## config.mk

```make
export PLATFORM = sky130hd
export DESIGN_NAME = clk_wiz
export DESIGN_NICKNAME = d
export VERILOG_FILES = /design/src/rtl/vga_pkg.sv /design/src/rtl/clk_wiz_div.sv /design/src/rtl/clk_wiz.sv
export SDC_FILE = /design/constraint.sdc
export NUM_CORES = 1
export LEC_CHECK = 0
export ABC_AREA = 1
export ABC_CLOCK_PERIOD_IN_PS = 4100
export BUFFER_PORTS_ARGS = -buffer_cell sky130_fd_sc_hd__clkbuf_2
export CORE_MARGIN = 4
export CORE_UTILIZATION = 35
export DETAILED_ROUTE_END_ITERATION = 8
export SLEW_MARGIN = 10
export SYNTH_ARGS = -nofsm -noshare
export SYNTH_HDL_FRONTEND = slang
export SYNTH_SLANG_ARGS = --single-unit
```

## constraint.sdc

```tcl
create_clock -name clk_i -period 4.1 [get_ports clk_i]
set_clock_uncertainty 0.05 [all_clocks]
set_input_delay 0.205 -clock clk_i [delete_from_list [all_inputs] [get_ports clk_i]]
set_output_delay 0.205 -clock clk_i [all_outputs]
set_load 0.05 [all_outputs]
```

## src/rtl/vga_pkg.sv

```systemverilog
// Shared definitions for the clock wizard: register map, response codes, CFG0 layout,
// apply/lock FSM states and the target-frequency helper.
package vga_pkg;

  localparam logic [10:0] AddrStatus = 11'h004;
  localparam logic [10:0] AddrCfg0   = 11'h208;
  localparam logic [10:0] AddrCfg23  = 11'h25C;

  localparam logic [1:0] RespOkay   = 2'b00;
  localparam logic [1:0] RespSlverr = 2'b10;

  localparam int unsigned DivW = 50;  // target_khz (18b) shifted left by 32
  localparam int unsigned DsrW = 17;  // holds the reference frequency in kHz

  typedef struct packed {
    logic [9:0] frac;     // 1/1000 MHz
    logic [7:0] int_mhz;
  } cfg0_t;

  typedef enum logic [1:0] {StIdle, StDivide, StWaitLock, StLocked} apply_st_e;

  function automatic logic [17:0] target_khz(input cfg0_t c);
    logic [9:0] f;
    f = (c.frac > 10'd999) ? 10'd999 : c.frac;
    return (18'(c.int_mhz) * 18'd1000) + 18'(f);
  endfunction

endpackage

```

## src/rtl/clk_wiz_div.sv

```systemverilog
// Restoring divider producing one quotient bit per cycle; done pulses for one cycle at the end.
// A start while busy discards the running division and begins a new one.
module clk_wiz_div
  import vga_pkg::*;
(
  input  logic            clk_i,
  input  logic            rst_i,
  input  logic            start_i,
  input  logic [DivW-1:0] dividend_i,
  input  logic [DsrW-1:0] divisor_i,
  output logic            busy_o,
  output logic            done_o,
  output logic [DivW-1:0] quot_o
);

  localparam int unsigned CntW = $clog2(DivW + 1);

  // Dividend shifts out of the top while quotient bits shift in at the bottom.
  logic [DivW-1:0] dq_q, dq_d;
  logic [DsrW-1:0] rem_q, rem_d;
  logic [CntW-1:0] cnt_q, cnt_d;
  logic            busy_q, busy_d;
  logic            done_q, done_d;
  logic [DsrW:0]   rem_sh;
  logic            ge;

  always_comb begin
    rem_sh = {rem_q, dq_q[DivW-1]};
    ge     = (rem_sh >= {1'b0, divisor_i});
    dq_d   = dq_q;
    rem_d  = rem_q;
    cnt_d  = cnt_q;
    busy_d = busy_q;
    done_d = 1'b0;
    if (start_i) begin
      dq_d   = dividend_i;
      rem_d  = '0;
      cnt_d  = CntW'(DivW);
      busy_d = 1'b1;
    end else if (busy_q) begin
      rem_d = ge ? DsrW'(rem_sh - {1'b0, divisor_i}) : rem_sh[DsrW-1:0];
      dq_d  = {dq_q[DivW-2:0], ge};
      cnt_d = cnt_q - 1'b1;
      if (cnt_q == CntW'(1)) begin
        busy_d = 1'b0;
        done_d = 1'b1;
      end
    end
  end

  always_ff @(posedge clk_i) begin
    if (rst_i) begin
      dq_q   <= '0;
      rem_q  <= '0;
      cnt_q  <= '0;
      busy_q <= 1'b0;
      done_q <= 1'b0;
    end else begin
      dq_q   <= dq_d;
      rem_q  <= rem_d;
      cnt_q  <= cnt_d;
      busy_q <= busy_d;
      done_q <= done_d;
    end
  end

  assign busy_o = busy_q;
  assign done_o = done_q;
  assign quot_o = dq_q;

endmodule

```

## src/rtl/clk_wiz.sv

```systemverilog
// NCO clock generator with AXI4-Lite configuration: CFG0 holds the pixel frequency, CFG23 applies
// it, and locked drops until the new phase increment is computed and LOCK_CYCLES have elapsed.
module clk_wiz
  import vga_pkg::*;
#(
  parameter int unsigned CLK_IN_KHZ  = 100000,
  parameter int unsigned DEFAULT_INT = 25,
  parameter int unsigned LOCK_CYCLES = 64
) (
  input  logic        clk_i,
  input  logic        rst_i,
  input  logic [10:0] s_axi_awaddr,
  input  logic        s_axi_awvalid,
  output logic        s_axi_awready,
  input  logic [31:0] s_axi_wdata,
  input  logic [3:0]  s_axi_wstrb,
  input  logic        s_axi_wvalid,
  output logic        s_axi_wready,
  output logic [1:0]  s_axi_bresp,
  output logic        s_axi_bvalid,
  input  logic        s_axi_bready,
  input  logic [10:0] s_axi_araddr,
  input  logic        s_axi_arvalid,
  output logic        s_axi_arready,
  output logic [31:0] s_axi_rdata,
  output logic [1:0]  s_axi_rresp,
  output logic        s_axi_rvalid,
  input  logic        s_axi_rready,
  output logic        clk_out1,
  output logic        locked
);

  localparam logic [DsrW-1:0] Divisor  = DsrW'(CLK_IN_KHZ);
  localparam logic [DivW-1:0] QuotMax  = DivW'(32'h8000_0000);
  localparam int unsigned     CntW     = $clog2(LOCK_CYCLES) + 1;
  localparam logic [CntW-1:0] LockLast = CntW'(LOCK_CYCLES - 1);
  localparam cfg0_t           CfgReset = '{frac: 10'd0, int_mhz: 8'(DEFAULT_INT)};

  logic        aw_rdy_q, aw_rdy_d, aw_hold_q, aw_hold_d, w_rdy_q, w_rdy_d, w_hold_q, w_hold_d;
  logic [8:0]  awaddr_q, awaddr_d;
  logic [17:0] wdata_q, wdata_d;
  logic [2:0]  wstrb_q, wstrb_d;
  logic        bvalid_q, bvalid_d, ar_rdy_q, ar_rdy_d, rvalid_q, rvalid_d;
  logic [1:0]  bresp_q, bresp_d, rresp_q, rresp_d;
  logic [31:0] rdata_q, rdata_d;
  cfg0_t       cfg_q, cfg_d;
  logic        apply_pend_q;
  apply_st_e   state_q, state_d;
  logic [CntW-1:0] cnt_q, cnt_d;
  logic [31:0] inc_q, inc_d, acc_q, acc_d;
  logic        aw_hs, w_hs, ar_hs, do_write, apply_req;
  logic        wr_status, wr_cfg0, wr_cfg23;
  logic        div_busy, div_done;
  logic [DivW-1:0] div_quot;
  logic        unused_in;

  assign unused_in = ^{s_axi_awaddr[1:0], s_axi_araddr[1:0], s_axi_wdata[31:18], s_axi_wstrb[3]};

  assign wr_status = (awaddr_q == AddrStatus[10:2]);
  assign wr_cfg0   = (awaddr_q == AddrCfg0[10:2]);
  assign wr_cfg23  = (awaddr_q == AddrCfg23[10:2]);

  always_comb begin
    aw_hs     = s_axi_awvalid & aw_rdy_q;
    w_hs      = s_axi_wvalid & w_rdy_q;
    do_write  = aw_hold_q & w_hold_q & ~bvalid_q;
    aw_hold_d = (aw_hold_q | aw_hs) & ~do_write;
    w_hold_d  = (w_hold_q | w_hs) & ~do_write;
    awaddr_d  = aw_hs ? s_axi_awaddr[10:2] : awaddr_q;
    wdata_d   = w_hs ? s_axi_wdata[17:0] : wdata_q;
    wstrb_d   = w_hs ? s_axi_wstrb[2:0] : wstrb_q;
    bvalid_d  = do_write | (bvalid_q & ~s_axi_bready);
    bresp_d   = bresp_q;
    if (do_write) bresp_d = (wr_status | wr_cfg0 | wr_cfg23) ? RespOkay : RespSlverr;
    aw_rdy_d  = ~aw_hold_d & ~bvalid_d;
    w_rdy_d   = ~w_hold_d & ~bvalid_d;
    cfg_d     = cfg_q;
    if (do_write && wr_cfg0) begin
      if (wstrb_q[0]) cfg_d[7:0]   = wdata_q[7:0];
      if (wstrb_q[1]) cfg_d[15:8]  = wdata_q[15:8];
      if (wstrb_q[2]) cfg_d[17:16] = wdata_q[17:16];
    end
    // The flag set by reset provides the implicit apply right after reset is released.
    apply_req = apply_pend_q | (do_write & wr_cfg23 & (wdata_q[1:0] == 2'b11));
  end

  always_comb begin
    ar_hs    = s_axi_arvalid & ar_rdy_q;
    rvalid_d = ar_hs | (rvalid_q & ~s_axi_rready);
    ar_rdy_d = ~rvalid_d;
    rdata_d  = rdata_q;
    rresp_d  = rresp_q;
    if (ar_hs) begin
      rdata_d = '0;
      rresp_d = RespOkay;
      if (s_axi_araddr[10:2] == AddrStatus[10:2])     rdata_d = {31'b0, locked};
      else if (s_axi_araddr[10:2] == AddrCfg0[10:2])  rdata_d = {14'b0, cfg_q};
      else if (s_axi_araddr[10:2] != AddrCfg23[10:2]) rresp_d = RespSlverr;
    end
  end

  // Apply/lock FSM: next state
  always_comb begin
    state_d = state_q;
    cnt_d   = (cnt_q == '1) ? cnt_q : cnt_q + 1'b1;
    if (apply_req) begin
      state_d = StDivide;
      cnt_d   = '0;
    end else begin
      case (state_q)
        StDivide:   if (!div_busy) state_d = StWaitLock;
        StWaitLock: if (cnt_q >= LockLast) state_d = StLocked;
        default:    state_d = state_q;
      endcase
    end
  end

  // Apply/lock FSM: outputs
  always_comb begin
    locked = (state_q == StLocked);
  end

  // NCO keeps running on the old increment until the divider delivers the new one.
  always_comb begin
    acc_d = acc_q + inc_q;
    inc_d = inc_q;
    if (div_done && !apply_req && state_q == StDivide) begin
      inc_d = (div_quot > QuotMax) ? QuotMax[31:0] : div_quot[31:0];
      acc_d = '0;
    end
  end

  clk_wiz_div u_div (
    .clk_i      (clk_i),
    .rst_i      (rst_i),
    .start_i    (apply_req),
    .dividend_i ({target_khz(cfg_q), 32'b0}),
    .divisor_i  (Divisor),
    .busy_o     (div_busy),
    .done_o     (div_done),
    .quot_o     (div_quot)
  );

  always_ff @(posedge clk_i) begin
    if (rst_i) begin
      aw_rdy_q <= 1'b0;  aw_hold_q <= 1'b0;  awaddr_q <= '0;
      w_rdy_q  <= 1'b0;  w_hold_q  <= 1'b0;  wdata_q  <= '0;  wstrb_q <= '0;
      bvalid_q <= 1'b0;  bresp_q   <= '0;
      ar_rdy_q <= 1'b0;  rvalid_q  <= 1'b0;  rdata_q  <= '0;  rresp_q <= '0;
      cfg_q    <= CfgReset;
      apply_pend_q <= 1'b1;
      state_q  <= StIdle;
      cnt_q    <= '0;
      inc_q    <= '0;
      acc_q    <= '0;
    end else begin
      aw_rdy_q <= aw_rdy_d;  aw_hold_q <= aw_hold_d;  awaddr_q <= awaddr_d;
      w_rdy_q  <= w_rdy_d;   w_hold_q  <= w_hold_d;   wdata_q  <= wdata_d;  wstrb_q <= wstrb_d;
      bvalid_q <= bvalid_d;  bresp_q   <= bresp_d;
      ar_rdy_q <= ar_rdy_d;  rvalid_q  <= rvalid_d;   rdata_q  <= rdata_d;  rresp_q <= rresp_d;
      cfg_q    <= cfg_d;
      apply_pend_q <= 1'b0;
      state_q  <= state_d;
      cnt_q    <= cnt_d;
      inc_q    <= inc_d;
      acc_q    <= acc_d;
    end
  end

  assign s_axi_awready = aw_rdy_q;
  assign s_axi_wready  = w_rdy_q;
  assign s_axi_bvalid  = bvalid_q;
  assign s_axi_bresp   = bresp_q;
  assign s_axi_arready = ar_rdy_q;
  assign s_axi_rvalid  = rvalid_q;
  assign s_axi_rdata   = rdata_q;
  assign s_axi_rresp   = rresp_q;
  assign clk_out1      = acc_q[31];

endmodule

```

Word level (Yosys, flattened, before mapping)

Index checks and enable logic that the tools add are counted.

Flip-flop bits (word level): 240
Input bits: 65

Bitwise operators: 29
Add/sub/neg operators: 5
$lt $le $gt $ge: 4
Muxes and demuxes: 22
Equality and inequality tests: 16
Multipliers: 1
Reductions and logical operators: 15

Operators by type and width:

| kind                     | count |
|---|---|
| $mux W50                 | 2 |
| $gt A50 B32 Y1 const B   | 1 |
| $mux W18                 | 2 |
| $add A32 B32 Y32         | 1 |
| $mux W32                 | 1 |
| $eq A9 B8 Y1 const B     | 3 |
| $add A18 B10 Y18         | 1 |
| $eq A9 B1 Y1 const B     | 2 |
| $ge A18 B17 Y1 const B   | 1 |
| $mux W17                 | 1 |
| $sub A17 B17 Y17 const B | 1 |
| $mul A8 B7 Y15 const B   | 1 |
| $and A1 B1 Y1            | 13 |
| $mux W2                  | 6 |
| $mux W6                  | 2 |
| $gt A10 B10 Y1 const B   | 1 |
| $mux W10                 | 1 |
| $ne A9 B8 Y1 const B     | 1 |
| $not A1 Y1               | 9 |
| $add A7 B1 Y7 const B    | 1 |
| $eq A7 B7 Y1 const B     | 1 |
| $ge A7 B6 Y1 const B     | 1 |
| $or A1 B1 Y1             | 7 |
| $eq A2 B2 Y1 const B     | 3 |
| other kinds (15)         | 29 |

Longest topological paths before layout

Word-level depth: 9
Gate-level depth with buffers: 23
Depth with buffers taken out: 23

Hierarchy

From an unflattened synthesis, not the netlist that was laid out.

Cell total of the unflattened synthesis: 2151
Area, all modules: 14463.9 um^2

Modules (own cells, without submodules):

| module      | cells an instance | instances | area an instance (um^2) | seq. area each (um^2) |
|---|---|---|---|---|
| clk_wiz     | 1410              | 1         | 9753.1                  | 2982.9 |
| clk_wiz_div | 741               | 1         | 4710.8                  | 1501.4 |

Worst setup path before layout

No wires, ideal clock.

Kind: register to register
Start: reg cfg_q[1] (netlist bit)
End: reg u_div.dq_q[44] (netlist: u_div.quot_o[44])
Period minus slack after synthesis: 4391 ps
Required time: 3934 ps
Stages on the path, launching flop included: 18
Arrival time: 4224 ps
Library setup time: 116 ps
Buffers on the path: 0
Path slack: -291 ps
Path through: dfxtp_1 > fa_1 > xor2_1 > ha_1 > fa_1 > inv_1 > fa_1 > inv_1 > ha_1 > xor2_1 > ha_1 > a21oi_1 > o21ai_0 > a21oi_1 > nor2_4 > xor2_1 > o211ai_1 > inv_1

Word-level cells in the longest chain between the ends: 3

RTL lines:

| element                  | RTL line          | source |
|---|---|---|
| start: declaration       | clk_wiz.sv:46     | `cfg0_t cfg_q, cfg_d;` |
| start signal: assignment | clk_wiz.sv:150    | `cfg_q <= CfgReset;` |
| start signal: assignment | clk_wiz.sv:161    | `cfg_q <= cfg_d;` |
| $mul A8 B7 Y15           | vga_pkg.sv:25     | `return (18'(c.int_mhz) * 18'd1000) + 18'(f);` |
| $add A18 B10 Y18         | vga_pkg.sv:25     |  |
| $mux W50                 | clk_wiz_div.sv:35 | `if (start_i) begin` |
| end signal: assignment   | clk_wiz_div.sv:59 | `dq_q <= dq_d;` |
| end: declaration         | clk_wiz_div.sv:19 | `logic [DivW-1:0] dq_q, dq_d;` |

Every way passes these cells.
A chain may end at the register's enable or synchronous reset.

Worst setup path in the final report

Start: reg cfg_q[2] (netlist bit)
End: reg u_div.dq_q[48] (netlist: u_div.quot_o[48])

The elaborated chain is that of the path after synthesis.

==> flow_metrics.env <==
export IMPL_synth_edf_count=0
export IMPL_layout_nets=2005
export IMPL_ff_latch_area_um2=4496
export IMPL_grt_ovfl_total=0
export IMPL_area_growth_pct=17.81
export IMPL_synth_most_common_cell="nand2_1"
export IMPL_path_clk_slew_ns=0.06
export IMPL_place_area_um2=13290
export IMPL_routed_via_density=4.827
export IMPL_worst_pin_slew_ns=0.8309
export IMPL_dieArea_um2=38600
export IMPL_fmax_ghz=0.2366
export IMPL_clockBufferDepth=3
export IMPL_reg2reg_slack_ns=-0.13
export IMPL_rr_worst_depth=20
export IMPL_fin_crit_sh_pct=103.1
export IMPL_num_vias=11140
export IMPL_cp_required_ns=4.46
export IMPL_hold_class="primary input to register"
export IMPL_die_w_um=196.5
export IMPL_cts_sinks=224
export IMPL_start_kind="register"
export IMPL_layout_cells_non_filler=2307
export IMPL_cts_tree="yes"
export IMPL_fin_setup_tns_ns=-0.4488
export IMPL_leakage_nw=6.544
export IMPL_clock_root_buffer="clkbuf_16"
export IMPL_routed_wl_um=29180
export IMPL_core_area_um2=34800
export IMPL_ys_types=53
export IMPL_n_fill_cell=3487
export IMPL_grt_max_degree=86
export IMPL_rsz0062_at_grt="yes"
export IMPL_ir_drop_mv=0.2970
export IMPL_syn_avg_cell_area_um2=7.194
export IMPL_wire_per_inst_um=12.65
export IMPL_slew_headroom_pct=44.60
export IMPL_yosys_area_top_type="dfxtp_1"
export IMPL_power_mw=5.149
export IMPL_ant_nets=0
export IMPL_numCtsBuffers=26
export IMPL_grt_antenna_before_repair=0
export IMPL_gr_usage_all_layers_pct=14.94
export IMPL_numPortBuffers=72
export IMPL_yosys_warnings=0
export IMPL_final_cell_area_um2=14650
export IMPL_dp_cells=2227
export IMPL_dp_hpwl_um=21290
export IMPL_drt_initial_drc_count=795
export IMPL_dr_pass1_iters=6
export IMPL_syn_area_um2=12430
export IMPL_synth_seq_cells=224
export IMPL_htree_levels=1
export IMPL_cap_violations=0
export IMPL_synth_ff_type="dfxtp_1"
export IMPL_gp_congestion=0.8843
export IMPL_critPathArrivalTime_ns=4.58
export IMPL_start_util_pct=35.73
export IMPL_syn_inst=1728
export IMPL_drive_above_1_share_pct=11.07
export IMPL_antenna_cells=0
export IMPL_drc=0
export IMPL_hold_viol_final=0
export IMPL_top_level_ports=108
export IMPL_critPathCaptureType="register"
export IMPL_status="finished, violations left"
export IMPL_die_h_um=196.5
export IMPL_synth_seq_area_share_pct=36.07
export IMPL_crit_path_max_fanout=5
export IMPL_clk_latency_ns=0.53
export IMPL_maxSlewViolCount=0
export IMPL_grt_pass1_vias=10640
export IMPL_synth_top_area_share_pct=36.07
export IMPL_final_setup_worst_slack_ns=-0.1272
export IMPL_ys_async_sr_fraction_pct=0
export IMPL_min_period_ns=4.227
export IMPL_worstSetupPathType="register to register"
export IMPL_whs_ns=0.1098
export IMPL_multi_input_area_um2=6784
export IMPL_grt_pass1_wl_um=50200
export IMPL_power_density_nw_per_um2=351.6
export IMPL_setup_viol=6
export IMPL_failed_checks="setup timing"
export IMPL_hold_path_depth=5
export IMPL_rows=68
export IMPL_synthTopCellsByArea="dfxtp_1 36%, nand2_1 10%, ha_1 8.4%, a21oi_1 7.0%, inv_1 6.9%"
export IMPL_synthTopCellsByCount="339 x nand2_1, 228 x inv_1, 224 x dfxtp_1, 190 x nor2_1, 175 x a21oi_1"
[final cells by class]
cell class / count / area share, %
Multi-Input combinational cell: 1209 / 46.32
Sequential cell: 224 / 30.69
Tap cell: 455 / 3.887
Clock buffer: 28 / 4.562
Inverter: 232 / 5.946
Timing Repair Buffer: 141 / 6.569
Clock inverter: 18 / 2.025
[worst max-delay path, cell delays in order, from the launching register on]
cell	delay, ns
dfxtp_4	0.36
fa_1	0.57
xor2_1	0.15
ha_1	0.26
fa_1	0.52
inv_2	0.04
fa_1	0.48
inv_2	0.05
ha_4	0.21
xor2_1	0.16
ha_1	0.36
a21oi_2	0.16
o21ai_2	0.08
a21oi_2	0.20
nor2_4	0.08
nand3_1	0.08
nand2_1	0.05
nand3_1	0.07
nand3_1	0.07
nand2_1	0.06
inv_1	0.06
[sequential cells by signal, indices dropped and copies added (netlist names), 2 cells and up]
signal and flops:
u_div.rem_q 17, s_axi_rdata 18, wstrb_q 3, cfg_q 18, cnt_q 7, u_div.quot_o 50, awaddr_q 9, wdata_q 18
inc_q 32, acc_q 32, u_div.cnt_q 6, state_q 2
[cell usage in the layout, fill, tap and decap left out, types with 26 or more instances in the layout]
cell type        n
o21ai_0        100
inv_1          226
clkbuf_2        72
clkbuf_16       26
ha_1            82
buf_4           36
dlygate4sd3_1   32
a21oi_1        171
nand2_1        334
nand3_1        114
dfxtp_1        219
nor2_1         188
[path summary, 6_finish.rpt]
| path | from | to |
|---|---|---|
| setup / recovery | cfg_q[2] | u_div.quot_o[48] |
| setup reg to reg | cfg_q[2] | u_div.quot_o[48] |
| hold reg to reg | aw_hold_q | s_axi_awready |
| hold / removal | s_axi_araddr[10] | s_axi_rresp[1] |
[metal layers]
| metal | GRT usage, % | vias to the layer above | share of wire (%) |
|---|---|---|---|
| li1 | - | 5804 | - |
| met1 | 20.66 | 5090 | 49 |
| met2 | 24.98 | 203 | 45 |
| met3 | 2.137 | 38 | 4.3 |
| met4 | 3.207 | 0 | 1.6 |
| met5 | 0 | - | 0 |
[where the power goes]
group / switching, mW / leakage [nW] / internal (mW) / total [mW]
registers: 0.0308 / 1.82 / 2.22 / 2.25
clock network: 0.937 / 0.456 / 1.63 / 2.56
logic: 0.231 / 4.27 / 0.101 / 0.332
total: 1.20 / 6.54 / 3.95 / 5.15
[metrics by stage]
step                      setup WS [ns]  utilization (%)
after floorplan                0.006868                -
after global placement         -0.05140            38.19
after detailed placement       -0.08362            38.19
after CTS                      -0.08529            41.99
after global routing            -0.3410            42.09
final                           -0.1272            42.09
[cell families after synthesis]
group	synth area share [%]
DFF	36.07
AOI/OAI and AO/OA	14.21
adders and majority gates	12.06
xor gates and xnor gates	2.184
and+or+nand+nor	25.08
other	0.03016
buffers and inverters	10.37
[timing repair]
item,CTS,global route
endpoints found under the hold margin,34,0
setup endpoints to repair,7,9
hold buffers,32,0
gates resized for setup,11,9
pin swaps,8,8
setup buffers,0,2
(Power assumes the default switching activity.)
